[src/rtl/regfile_scoreboard_pkg.sv]
// Shared defaults, well-known register indices and the index type for the
// register file and its busy scoreboard.
package regfile_scoreboard_pkg;

    localparam int unsigned DATA_W_DEF = 32;
    localparam int unsigned ADDR_W_DEF = 5;

    typedef logic [ADDR_W_DEF-1:0] reg_idx_t;

    localparam reg_idx_t REG_ZERO = reg_idx_t'(0);
    localparam reg_idx_t REG_RA   = reg_idx_t'(31);

endpackage

[src/rtl/regfile_scoreboard_busy.sv]
// Per-register busy scoreboard with a pending-producer counter that tracks
// the popcount of the busy vector.
module regfile_scoreboard_busy
    import regfile_scoreboard_pkg::*;
#(
    parameter int ADDR_W = ADDR_W_DEF
) (
    input  logic              CLK,
    input  logic              RST,
    input  logic              set_valid,
    input  logic [ADDR_W-1:0] set_idx,
    input  logic              clr_valid,
    input  logic [ADDR_W-1:0] clr_idx,
    input  logic [ADDR_W-1:0] look_a_idx,
    output logic              look_a_busy,
    input  logic [ADDR_W-1:0] look_b_idx,
    output logic              look_b_busy,
    input  logic [ADDR_W-1:0] look_w_idx,
    output logic              look_w_busy,
    output logic [ADDR_W:0]   pending_cnt
);

    localparam int unsigned NUM_REGS = 2 ** ADDR_W;
    localparam int unsigned CNT_W    = ADDR_W + 1;
    localparam logic [ADDR_W:0] CNT_MAX = CNT_W'(NUM_REGS);

    logic [NUM_REGS-1:0] busy;
    logic [NUM_REGS-1:0] busy_next;
    logic                inc;
    logic                dec;

    // Set is applied after clear so a new producer wins over a retiring one.
    always_comb begin
        busy_next = busy;
        if (clr_valid) busy_next[clr_idx] = 1'b0;
        if (set_valid) busy_next[set_idx] = 1'b1;
    end

    assign inc = set_valid && !busy[set_idx];
    assign dec = clr_valid && busy[clr_idx] && !(set_valid && (set_idx == clr_idx));

    always_ff @(posedge CLK) begin
        if (RST) begin
            busy        <= '0;
            pending_cnt <= '0;
        end else begin
            busy <= busy_next;
            if (inc && !dec && (pending_cnt != CNT_MAX))
                pending_cnt <= pending_cnt + CNT_W'(1);
            else if (dec && !inc && (pending_cnt != '0))
                pending_cnt <= pending_cnt - CNT_W'(1);
        end
    end

    assign look_a_busy = busy[look_a_idx];
    assign look_b_busy = busy[look_b_idx];
    assign look_w_busy = busy[look_w_idx];

endmodule

[src/rtl/regfile_scoreboard.sv]
// Two-read/one-write register file with optional writeback bypass and a busy
// scoreboard used by decode for RAW/WAW stall detection.
module regfile_scoreboard
    import regfile_scoreboard_pkg::*;
#(
    parameter int DATA_W   = DATA_W_DEF,
    parameter int ADDR_W   = ADDR_W_DEF,
    parameter int BYPASS   = 1,
    parameter int ZERO_REG = 1
) (
    input  logic              CLK,
    input  logic              RST,
    input  logic [ADDR_W-1:0] rs,
    input  logic [ADDR_W-1:0] rt,
    output logic [DATA_W-1:0] outA,
    output logic [DATA_W-1:0] outB,
    output logic              busyA,
    output logic              busyB,
    input  logic              RegWre,
    input  logic [ADDR_W-1:0] rd,
    input  logic [DATA_W-1:0] writeData,
    input  logic              issue_valid,
    input  logic [ADDR_W-1:0] issue_rd,
    output logic              issue_ready,
    output logic              stall,
    output logic [ADDR_W:0]   pending_cnt
);

    localparam int unsigned NUM_REGS = 2 ** ADDR_W;

    logic [DATA_W-1:0] regs [NUM_REGS];

    logic rd_is_zero;
    logic wb_hit_a;
    logic wb_hit_b;
    logic wb_hit_w;
    logic fwd_a;
    logic fwd_b;
    logic sb_busy_a;
    logic sb_busy_b;
    logic sb_busy_w;
    logic issue_accept;

    assign rd_is_zero = (ZERO_REG != 0) && (rd == '0);

    assign wb_hit_a = RegWre && (rd == rs);
    assign wb_hit_b = RegWre && (rd == rt);
    assign wb_hit_w = RegWre && (rd == issue_rd);

    assign fwd_a = (BYPASS != 0) && wb_hit_a && !rd_is_zero;
    assign fwd_b = (BYPASS != 0) && wb_hit_b && !rd_is_zero;

    always_comb begin
        outA = regs[rs];
        if (fwd_a) outA = writeData;
        if ((ZERO_REG != 0) && (rs == '0)) outA = '0;
    end

    always_comb begin
        outB = regs[rt];
        if (fwd_b) outB = writeData;
        if ((ZERO_REG != 0) && (rt == '0)) outB = '0;
    end

    always_ff @(posedge CLK) begin
        if (RST) begin
            for (int unsigned i = 0; i < NUM_REGS; i++)
                regs[i] <= '0;
        end else if (RegWre && !rd_is_zero) begin
            regs[rd] <= writeData;
        end
    end

    // A producer retiring this cycle only resolves a read hazard when its data is forwarded.
    assign busyA = sb_busy_a && !((BYPASS != 0) && wb_hit_a);
    assign busyB = sb_busy_b && !((BYPASS != 0) && wb_hit_b);

    assign issue_ready  = !sb_busy_w || wb_hit_w;
    assign stall        = issue_valid && (busyA || busyB || !issue_ready);
    assign issue_accept = issue_valid && issue_ready && !stall &&
                          !((ZERO_REG != 0) && (issue_rd == '0));

    regfile_scoreboard_busy #(
        .ADDR_W (ADDR_W)
    ) u_busy (
        .CLK         (CLK),
        .RST         (RST),
        .set_valid   (issue_accept),
        .set_idx     (issue_rd),
        .clr_valid   (RegWre),
        .clr_idx     (rd),
        .look_a_idx  (rs),
        .look_a_busy (sb_busy_a),
        .look_b_idx  (rt),
        .look_b_busy (sb_busy_b),
        .look_w_idx  (issue_rd),
        .look_w_busy (sb_busy_w),
        .pending_cnt (pending_cnt)
    );

endmodule

[config.mk]
export PLATFORM = sky130hd
export DESIGN_NAME = regfile_scoreboard
export DESIGN_NICKNAME = d
export VERILOG_FILES = /design/src/rtl/regfile_scoreboard_pkg.sv /design/src/rtl/regfile_scoreboard_busy.sv /design/src/rtl/regfile_scoreboard.sv
export SDC_FILE = /design/constraint.sdc
export NUM_CORES = 2
export LEC_CHECK = 0
export BUFFER_PORTS_ARGS = -buffer_cell sky130_fd_sc_hd__buf_2
export CORE_ASPECT_RATIO = 1.5
export CORE_MARGIN = 1.5
export CORE_UTILIZATION = 55
export DETAILED_ROUTE_END_ITERATION = 12
export GPL_ROUTABILITY_DRIVEN = 0
export PLACE_DENSITY = 0.71
export SETUP_SLACK_MARGIN = 0.15
export SLEW_MARGIN = 5
export SYNTH_ARGS = -nofsm -noshare
export SYNTH_HDL_FRONTEND = slang
export SYNTH_SLANG_ARGS = --single-unit
[constraint.sdc]
create_clock -name CLK -period 5.4 [get_ports CLK]
set_input_delay 0.27 -clock CLK [delete_from_list [all_inputs] [get_ports CLK]]
set_output_delay 0.27 -clock CLK [all_outputs]
set_load 0.01 [all_outputs]
==> run_results.csv <==
group,metric,value,unit
synth,synth_seq_area_share,0.543,
synth,ys_seq_elements,1062,
timing,slew_headroom,0.155,
synth,ys_warn_count,0,
clock_network,cts_tree,"built",
worst_setup_path,crit_arrival,3.99,ns
timing,timing.hold.ws,0.130,ns
die,rows,145,
synth,synth_mux_area_frac,0.240,
drt,vias,39200,
synth,yosysUniqueCellTypes,72,
job,maxCapViolations,0,
timing,tightest_slew,1.27,ns
synth,synthXorXnorAreaFrac,0.00271,
placement,dp_hpwl,108,mm
die,initial_core_util,0.556,
timing,clock-skew-final,0.0134,ns
clock_network,clk_latency,0.74,ns
placement,place_worst_setup_slack,1.02,ns
synth,synth_edf_count,1024,
worst_setup_path,cp-start-kind,"input pin",
final_layout,drive_gt1_frac,0.247,
worst_hold_path,hold_class,"input pin to flop",
final_layout,fin_util,0.610,
final_layout,fillerInstances,7820,
global_routing,grt_antenna_before_repair,21,
global_routing,grt_pass1_wl,280,mm
global_routing,grt_pass1_vias,39000,
worst_setup_path,crit_path_end_kind,"output port",
clock_network,clk_pin_slew_worst_paths,0.06,ns
clock_network,cts-root-buf,"clkbuf_16",
timing,drv_slew,0,
pwr,peakVddDrop,0.000282,V
drt,antenna_left,0,
global_routing,grt_overflow,0,
synth,synth-compound-area-share,0.0488,
clock_network,h-tree-depth,3,
die,dieWidth,268,um
worst_setup_path,worstPathMaxFanout,93,
die,die_y,401,um
synth,postSynthAreaPerCell,14.4,sq um
synth,synthAdderAreaFrac,0.00121,
clock_network,cts-buffers-inserted,101,
pwr,power_density,311,nW/um^2
timing,fin_setup_tns,0,ns
drt,firstDrtPassIters,8,
die,coreArea,105000,sq um
global_routing,track_usage,0.376,
timing,setup_ws,1.14,ns
drt,drc_errors,0,
pwr,power,19800,uW
synth,synthArstFlopShare,0,
synth,netlist_instances,4023,
drt,wirelength,201,mm
drt,drt_iter0_drc,6132,
drt,vias_per_cell,7.17,
final_layout,area_growth,9.69,%
timing,max_freq,235,MHz
synth,synth_top_family_by_area,"multiplexers",
timing,fin_crit_sh,0.788,
synth,ys.flop_type,"edfxtp_1",
placement,numPortBuffers,129,
timing,grt_setup_unrepaired,"no",
status,status,"finished, final reports clean",
final_layout,layout_commonest_cell,"edfxtp_1",
timing,hold_viol_final,0,
clock_network,cts.sinks,1062,
die,ios,130,
pwr,p_leak,0.0220,uW
synth,synth-simple-area-share,0.134,
timing,min_period,4.26,ns
final_layout,layout_common_cells,"edfxtp_1, and2_1, mux4_2",
die,dieArea,108000,sq um
drt,post_drt_wl_per_cell,36.7,um
worst_setup_path,critPathRequiredTime,5.13,ns
timing,setup_violations,0,
clock_network,clockBufferDepth,3,
global_routing,grt_max_degree,115,
final_layout,nets,4036,
worst_setup_path,path_class,"input pin to output port",
clock_network,cts.repair.resized,0,
synth,netlist_area,58100,sq um
Yosys cell counts, types with 5 or more instances:
cell	n	share of area
a22oi_1	50	0.0065
nand3b_1	6	0.00078
o22ai_1	5	0.00054
inv_1	15	0.00097
buf_2	77	0.0066
mux4_2	511	0.20
and2_1	994	0.11
nand2_1	76	0.0049
a221oi_1	19	0.0029
xnor2_1	14	0.0021
edfxtp_1	1024	0.53
clkbuf_1	302	0.020
mux2_2	12	0.0023
nor2_1	123	0.0080
mux2i_1	228	0.039
or2_2	28	0.0030
o21ai_0	90	0.0078
nand3_1	26	0.0022
nor2b_1	13	0.0014
nor3b_1	5	0.00065
a211oi_1	92	0.012
buf_4	14	0.0018
or3_1	7	0.00075
buf_1	28	0.0018
a2111oi_0	6	0.00090
a31oi_1	30	0.0032
o21bai_1	5	0.00065
dfxtp_1	38	0.013
a21oi_1	105	0.0090
nor3_1	12	0.0010
per-layer routing:
layer / wire (um) / GRT usage / up-vias
met2: 93400 / 0.574 / 3292
met3: 27300 / 0.0973 / 726
met1: 66800 / 0.487 / 19900
met5: 59 / 0 / -
met4: 13100 / 0.221 / 10
li1: - / - / 15300
state kept, by name, indices dropped and copies added, names as in the netlist:
name	cells
regs	1024
u_busy.pending_cnt	6
u_busy.busy	32
cell families after synthesis:
logic type      count (synthesis)
fa+ha+maj                       5
mux                           751
buf+inv                       438
simple gates                 1315
xor+xnor                       18
other cells                     1
flops                        1062
compound gates                433
worst max-delay path: stages:
cell	delay, ns
buf_8	0.29
buf_12	0.53
buf_4	0.72
mux4_2	0.36
mux4_2	0.25
mux2i_1	0.08
a211oi_1	0.97
buf_2	0.29
path summary, 6_finish.rpt:
check | startpoint | endpoint | slack [ns] | cells past startpoint
max | rt[1] | outB[5] | 1.14 | 8
min | issue_rd[3] | u_busy.busy[19]$_SDFF_PP0_ | 0.13 | 4
max reg2reg | u_busy.busy[28]$_SDFF_PP0_ | u_busy.pending_cnt[5]$_SDFFE_PP0P_ | 1.40 | 15
min reg2reg | u_busy.pending_cnt[4]$_SDFFE_PP0P_ | u_busy.pending_cnt[4]$_SDFFE_PP0P_ | 0.50 | 2
layout make-up:
| class | instances | area (sq um) | share of cell area |
|---|---|---|---|
| antenna | 10 | 25.0 | 0.000393 |
| clock buffer | 115 | 2580 | 0.0405 |
| clock inverter | 72 | 801 | 0.0126 |
| inverter | 16 | 62.6 | 0.000982 |
| multi-input combinational | 2554 | 25200 | 0.396 |
| sequential | 1062 | 31500 | 0.495 |
| tap | 1396 | 1750 | 0.0274 |
| timing repair buffer | 240 | 1760 | 0.0277 |
power by group:
group | switching, uW | leakage, uW | internal [uW]
Clock | 3300 | 0.00164 | 4170
Combinational | 1540 | 0.0103 | 1080
Sequential | 233 | 0.0101 | 9480
Total | 5070 | 0.0220 | 14700
through the flow:
| stage | instances | area [sq um] |
|---|---|---|
| floorplan | 4054 | 58200 |
| global placement | 5267 | 60300 |
| detailed placement | 5267 | 60300 |
| CTS | 5455 | 63700 |
| global route | 5456 | 63700 |
| finish | 5465 | 63700 |
timing repair:
| item | in CTS | in global routing |
|---|---|---|
| hold buffers | 1 | 0 |
| setup buffers | 0 | 0 |
| endpoints found under the setup margin | 0 | 0 |
| hold endpoints to repair | 4 | 0 |
(Power assumes the default switching activity.)
